<file path="src/rtl/ntm_values_vector_adder.sv">
// ntm_values_vector_adder
//   Sequential element-wise adder/subtractor for the NTM values-vector path.
//   A vector of SIZE_I unsigned element pairs (A, B) is streamed in after a
//   start handshake; each accepted pair yields one registered DATA_SIZE+1 bit
//   result tagged with its element index. mode is latched at start.
//
//   state          | meaning
//   ---------------+--------------------------------------------------
//   STARTER_STATE  | idle, ready=1, waiting for start
//   INPUT_STATE    | collecting element pairs, ready=0
//
// Ports:
//   clk             rising-edge clock
//   rst             asynchronous active-low reset
//   start           begin a vector (honoured only while ready=1)
//   mode            0 = A+B, 1 = A-B; sampled on accepted start
//   data_in_enable  data_a_in/data_b_in pair valid
//   data_a_in       operand A element (unsigned)
//   data_b_in       operand B element (unsigned)
//   ready           idle, will accept start
//   data_out_enable one-cycle strobe, data_out/data_out_index valid
//   data_out        result element (MSB = carry for add, borrow for sub)
//   data_out_index  element index of data_out
//   done            one-cycle pulse coincident with the last result

module ntm_values_vector_adder #(
  parameter int DATA_SIZE  = 8,
  parameter int SIZE_I     = 4,
  parameter int INDEX_SIZE = (SIZE_I > 1) ? $clog2(SIZE_I) : 1
) (
  input  logic                  clk,
  input  logic                  rst,
  input  logic                  start,
  input  logic                  mode,
  input  logic                  data_in_enable,
  input  logic [DATA_SIZE-1:0]  data_a_in,
  input  logic [DATA_SIZE-1:0]  data_b_in,
  output logic                  ready,
  output logic                  data_out_enable,
  output logic [DATA_SIZE:0]    data_out,
  output logic [INDEX_SIZE-1:0] data_out_index,
  output logic                  done
);

  localparam logic [INDEX_SIZE-1:0] LAST_IDX = INDEX_SIZE'(SIZE_I - 1);

  typedef enum logic {
    STARTER_STATE = 1'b0,
    INPUT_STATE   = 1'b1
  } state_t;

  state_t                state_q, state_d;
  logic [INDEX_SIZE-1:0] cnt_q, cnt_d;
  logic                  mode_q, mode_d;
  logic                  accept;
  logic                  last;
  logic [DATA_SIZE:0]    result;

  // Operands are zero-extended; subtraction wraps modulo 2^(DATA_SIZE+1)
  // so the MSB reads as the borrow.
  always_comb begin
    result = '0;
    if (mode_q) result = {1'b0, data_a_in} - {1'b0, data_b_in};
    else        result = {1'b0, data_a_in} + {1'b0, data_b_in};
  end

  always_ff @(posedge clk or negedge rst) begin
    if (!rst) begin
      state_q <= STARTER_STATE;
      cnt_q   <= '0;
      mode_q  <= 1'b0;
    end else begin
      state_q <= state_d;
      cnt_q   <= cnt_d;
      mode_q  <= mode_d;
    end
  end

  always_comb begin
    state_d = state_q;
    cnt_d   = cnt_q;
    mode_d  = mode_q;
    accept  = 1'b0;
    last    = 1'b0;
    case (state_q)
      STARTER_STATE: begin
        // data_in_enable is deliberately ignored here, even alongside start.
        if (start) begin
          state_d = INPUT_STATE;
          cnt_d   = '0;
          mode_d  = mode;
        end
      end
      INPUT_STATE: begin
        if (data_in_enable) begin
          accept = 1'b1;
          if (cnt_q == LAST_IDX) begin
            last    = 1'b1;
            state_d = STARTER_STATE;
            cnt_d   = '0;
          end else begin
            cnt_d = cnt_q + INDEX_SIZE'(1);
          end
        end
      end
      default: state_d = STARTER_STATE;
    endcase
  end

  always_ff @(posedge clk or negedge rst) begin
    if (!rst) begin
      data_out_enable <= 1'b0;
      data_out        <= '0;
      data_out_index  <= '0;
      done            <= 1'b0;
    end else begin
      data_out_enable <= accept;
      done            <= last;
      if (accept) begin
        data_out       <= result;
        data_out_index <= cnt_q;
      end
    end
  end

  // Derived from the state flop only, so ready stays free of input paths.
  assign ready = (state_q == STARTER_STATE);

endmodule

</file>
<file path="config.mk">
export PLATFORM = sky130hd
export DESIGN_NAME = ntm_values_vector_adder
export DESIGN_NICKNAME = d
export VERILOG_FILES = /design/src/rtl/ntm_values_vector_adder.sv
export SDC_FILE = /design/constraint.sdc
export NUM_CORES = 1
export LEC_CHECK = 0
export BUFFER_PORTS_ARGS = -buffer_cell sky130_fd_sc_hd__buf_2
export CAP_MARGIN = 0
export CORE_UTILIZATION = 41
export CTS_CLUSTER_DIAMETER = 120
export DETAILED_ROUTE_END_ITERATION = 16
export PLACE_DENSITY_LB_ADDON = 0.12
export SYNTH_ARGS = -nofsm -noshare
export SYNTH_HDL_FRONTEND = slang
export SYNTH_SLANG_ARGS = --single-unit
</file>
<file path="constraint.sdc">
create_clock -name clk -period 2.95 [get_ports clk]
set_clock_uncertainty 0.1 [all_clocks]
set_input_delay 0.7375 -clock clk [delete_from_list [all_inputs] [get_ports clk]]
set_output_delay 0.7375 -clock clk [all_outputs]
set_load 0.05 [all_outputs]
</file>
==> out/metrics.yaml <==
yosys-top-cells-area: "dfrtp_1 (38%), ha_1 (11%), xnor2_1 (5.4%)"
htree_levels: 1
max_freq_ghz: 0.3745
synth_fp_nets: 151
hold_buffers: 0
io_buffers: 34
vias_per_cell: 5.153
core_area_um2: 2545
synth_cell_types: 33
fin_tns_setup_ps: 0
postCtsSetupRepairBufs: 0
ys_seq_area_share_pct: 37.78
synth-compound-area-share_pct: 18.67
cts_tree: "done"
start_util_pct: 44.25
synthCells: 119
power_leakage_nw: 0.7085
outcome: "completed"
arrival_ps: 2730
antenna_found_initial: 0
synth_top_area_cell: "dfrtp_1"
grt_pass1_vias: 820
async_reset_ff_share_pct: 100.0
synth_edf_count: 0
grt_max_degree: 23
ys.flop_type: "dfrtp_1"
synthAdderAreaFrac_pct: 12.89
grt_use_total_pct: 16.53
reg2reg_depth: 7
worst_slack_ps: 280.0
rsz0062_at_grt: "false"
hold_path_class: "input port to asynchronous set/reset pin"
fin_nets: 192
pin_count: 35
synth-simple-area-share_pct: 12.89
cts_buffers: 3
syn_to_final_growth_pct: 21.78
postCtsResizedCells: 0
drt-initial-drc-count: 14
grt_pass1_wl_mm: 3.484
dp_slack_ps: -14.99
gp_congestion: 0.7742
seq_area_um2: 425.4
diodes: 0
period_needed_ps: 2670
final_util_pct: 53.88
max-slew-margin-rel_pct: 58.36
dpl_cell_area_um2: 1345
ant_nets: 0
fp.dieW_um: 54.41
peakVddDrop_uv: 713.0
clk_latency_ps: 280
nFillCells: 264
multiInputGateArea_um2: 640.6
synth_warnings: 0
yosysMostFrequentCell: "dfrtp_1"
die_h_um: 54.41
syn_avg_cell_area_um2: 9.463
critPathMaxFanout: 5
firstDrtPassIters: 4
worst_pin_slew_ps: 623.1
numClockSinks: 17
clockRootBuffer: "clkbuf_4"
synth_top_area_share_pct: 37.78
finalCritPeriodShare_pct: 90.51
fp-row-count: 18
remaining_drc_errors: 0
end_kind: "flip-flop"
max-cap-violations: 0
synth_xor_area_share_pct: 8.556
stdcell_area_um2: 1371
yosys-top-cells-count: "dfrtp_1 (17), nand2_1 (11), ha_1 (10), nor2_1 (10)"
finalPower_mw: 1.482
powerDensity_nw_per_um2: 1080
hold_viol: 0
crit_type: "input port to flip-flop"
drive_gt1_share_pct: 30.82
die_area_um2: 2960
muxShareOfSynthArea_pct: 3.889
slew_violations: 0
synth-seq-cells: 17
wl_per_cell_um: 11.52
startpoint_type: "input port"
clock_tree.buffer_depth: 2
route.vias.total: 974
synth_top_family_by_area: "compound AO/OA/AOI/OAI gates"
setup_violations: 0
grt-ovfl-total: 0
required_ps: 3010
dp_hpwl_mm: 1.791
syn_area_um2: 1126
clk_pin_slew_ps: 90
wl_mm: 2.178
[worst max-delay path: stages]
cell	delay, ps
buf_2	120
nor4_1	380
a21oi_1	140
xnor2_1	140
ha_1	330
a21o_1	210
or3_1	320
o22ai_2	130
xnor2_1	150
o21ai_1	70
[routing by layer]
metal / GRT usage, % / wire, um / vias up
met2: 25.81 / 1074 / 21
met5: 0 / 0 / -
met1: 21.86 / 1004 / 455
met4: 3.419 / 0 / 0
li1: - / - / 498
met3: 5.833 / 99 / 0
[worst paths after layout]
| kind | start | endpoint | slack [ps] |
|---|---|---|---|
| max | data_b_in[3] | data_out[8] | 280 |
| min | rst | data_out_index[0] | 250 |
| max reg2reg | mode_q | data_out[8] | 580 |
| min reg2reg | data_out[7] | data_out[7] | 380 |
| max in group asynchronous | rst | state_q | 2230 |
| min in group clk | data_out[7] | data_out[7] | 380 |
[cell usage in the layout, fill, tap and decap left out, types with 3 or more instances in the layout]
master    netlist  layout
nor2_1         10      10
inv_1           9       9
a21oi_1         6       6
nor3_1          3       3
xor2_1          4       4
nand2b_1        4       4
buf_4           2       5
xnor2_1         7       7
mux2_2          3       3
ha_1           10      10
o21ai_0         9       9
o21a_1          3       3
o31ai_1         3       3
nand2_1        11      11
dfrtp_1        17      17
buf_2           0      34
clkbuf_4        0       3
[stage by stage]
stage / std cells / hold WS [ps]
4_1_cts: 189 / 262.2
3_5_place_dp: 185 / 365.6
2_1_floorplan: 119 / 341.9
3_3_place_gp: 185 / 360.3
6_report: 189 / 251.4
5_1_grt: 189 / 265.2
[registers in the layout (all words and copies together) (netlist names)]
| register | cells |
|---|---|
| cnt_q | 2 |
| data_out | 9 |
| data_out_index | 2 |
| mode_q | 1 |
| data_out_enable | 1 |
| done | 1 |
| state_q | 1 |
[cell type report]
cell class,instances,share of cell area [%]
Clock buffer,4,1.916
Timing Repair Buffer,39,15.15
Sequential cell,17,31.02
Multi-Input combinational cell,90,46.72
Tap cell,30,2.737
Inverter,9,2.463
[logic make-up after synthesis]
group	count (synthesis)
AO/OA/AOI/OAI	32
AND/OR/NAND/NOR	32
flip-flops	17
buffers and inverters	12
XOR/XNOR	11
adder cells (fa/ha/maj)	11
multiplexers	4
[report_power, final]
group / leakage (nW) / internal, mW / total (mW) / switching [mW]
Clock: 0.0150 / 0.0525 / 0.120 / 0.0677
Combinational: 0.487 / 0.345 / 0.955 / 0.610
Sequential: 0.207 / 0.337 / 0.406 / 0.0694
No activity file was read; power rests on OpenSTA's default activity.
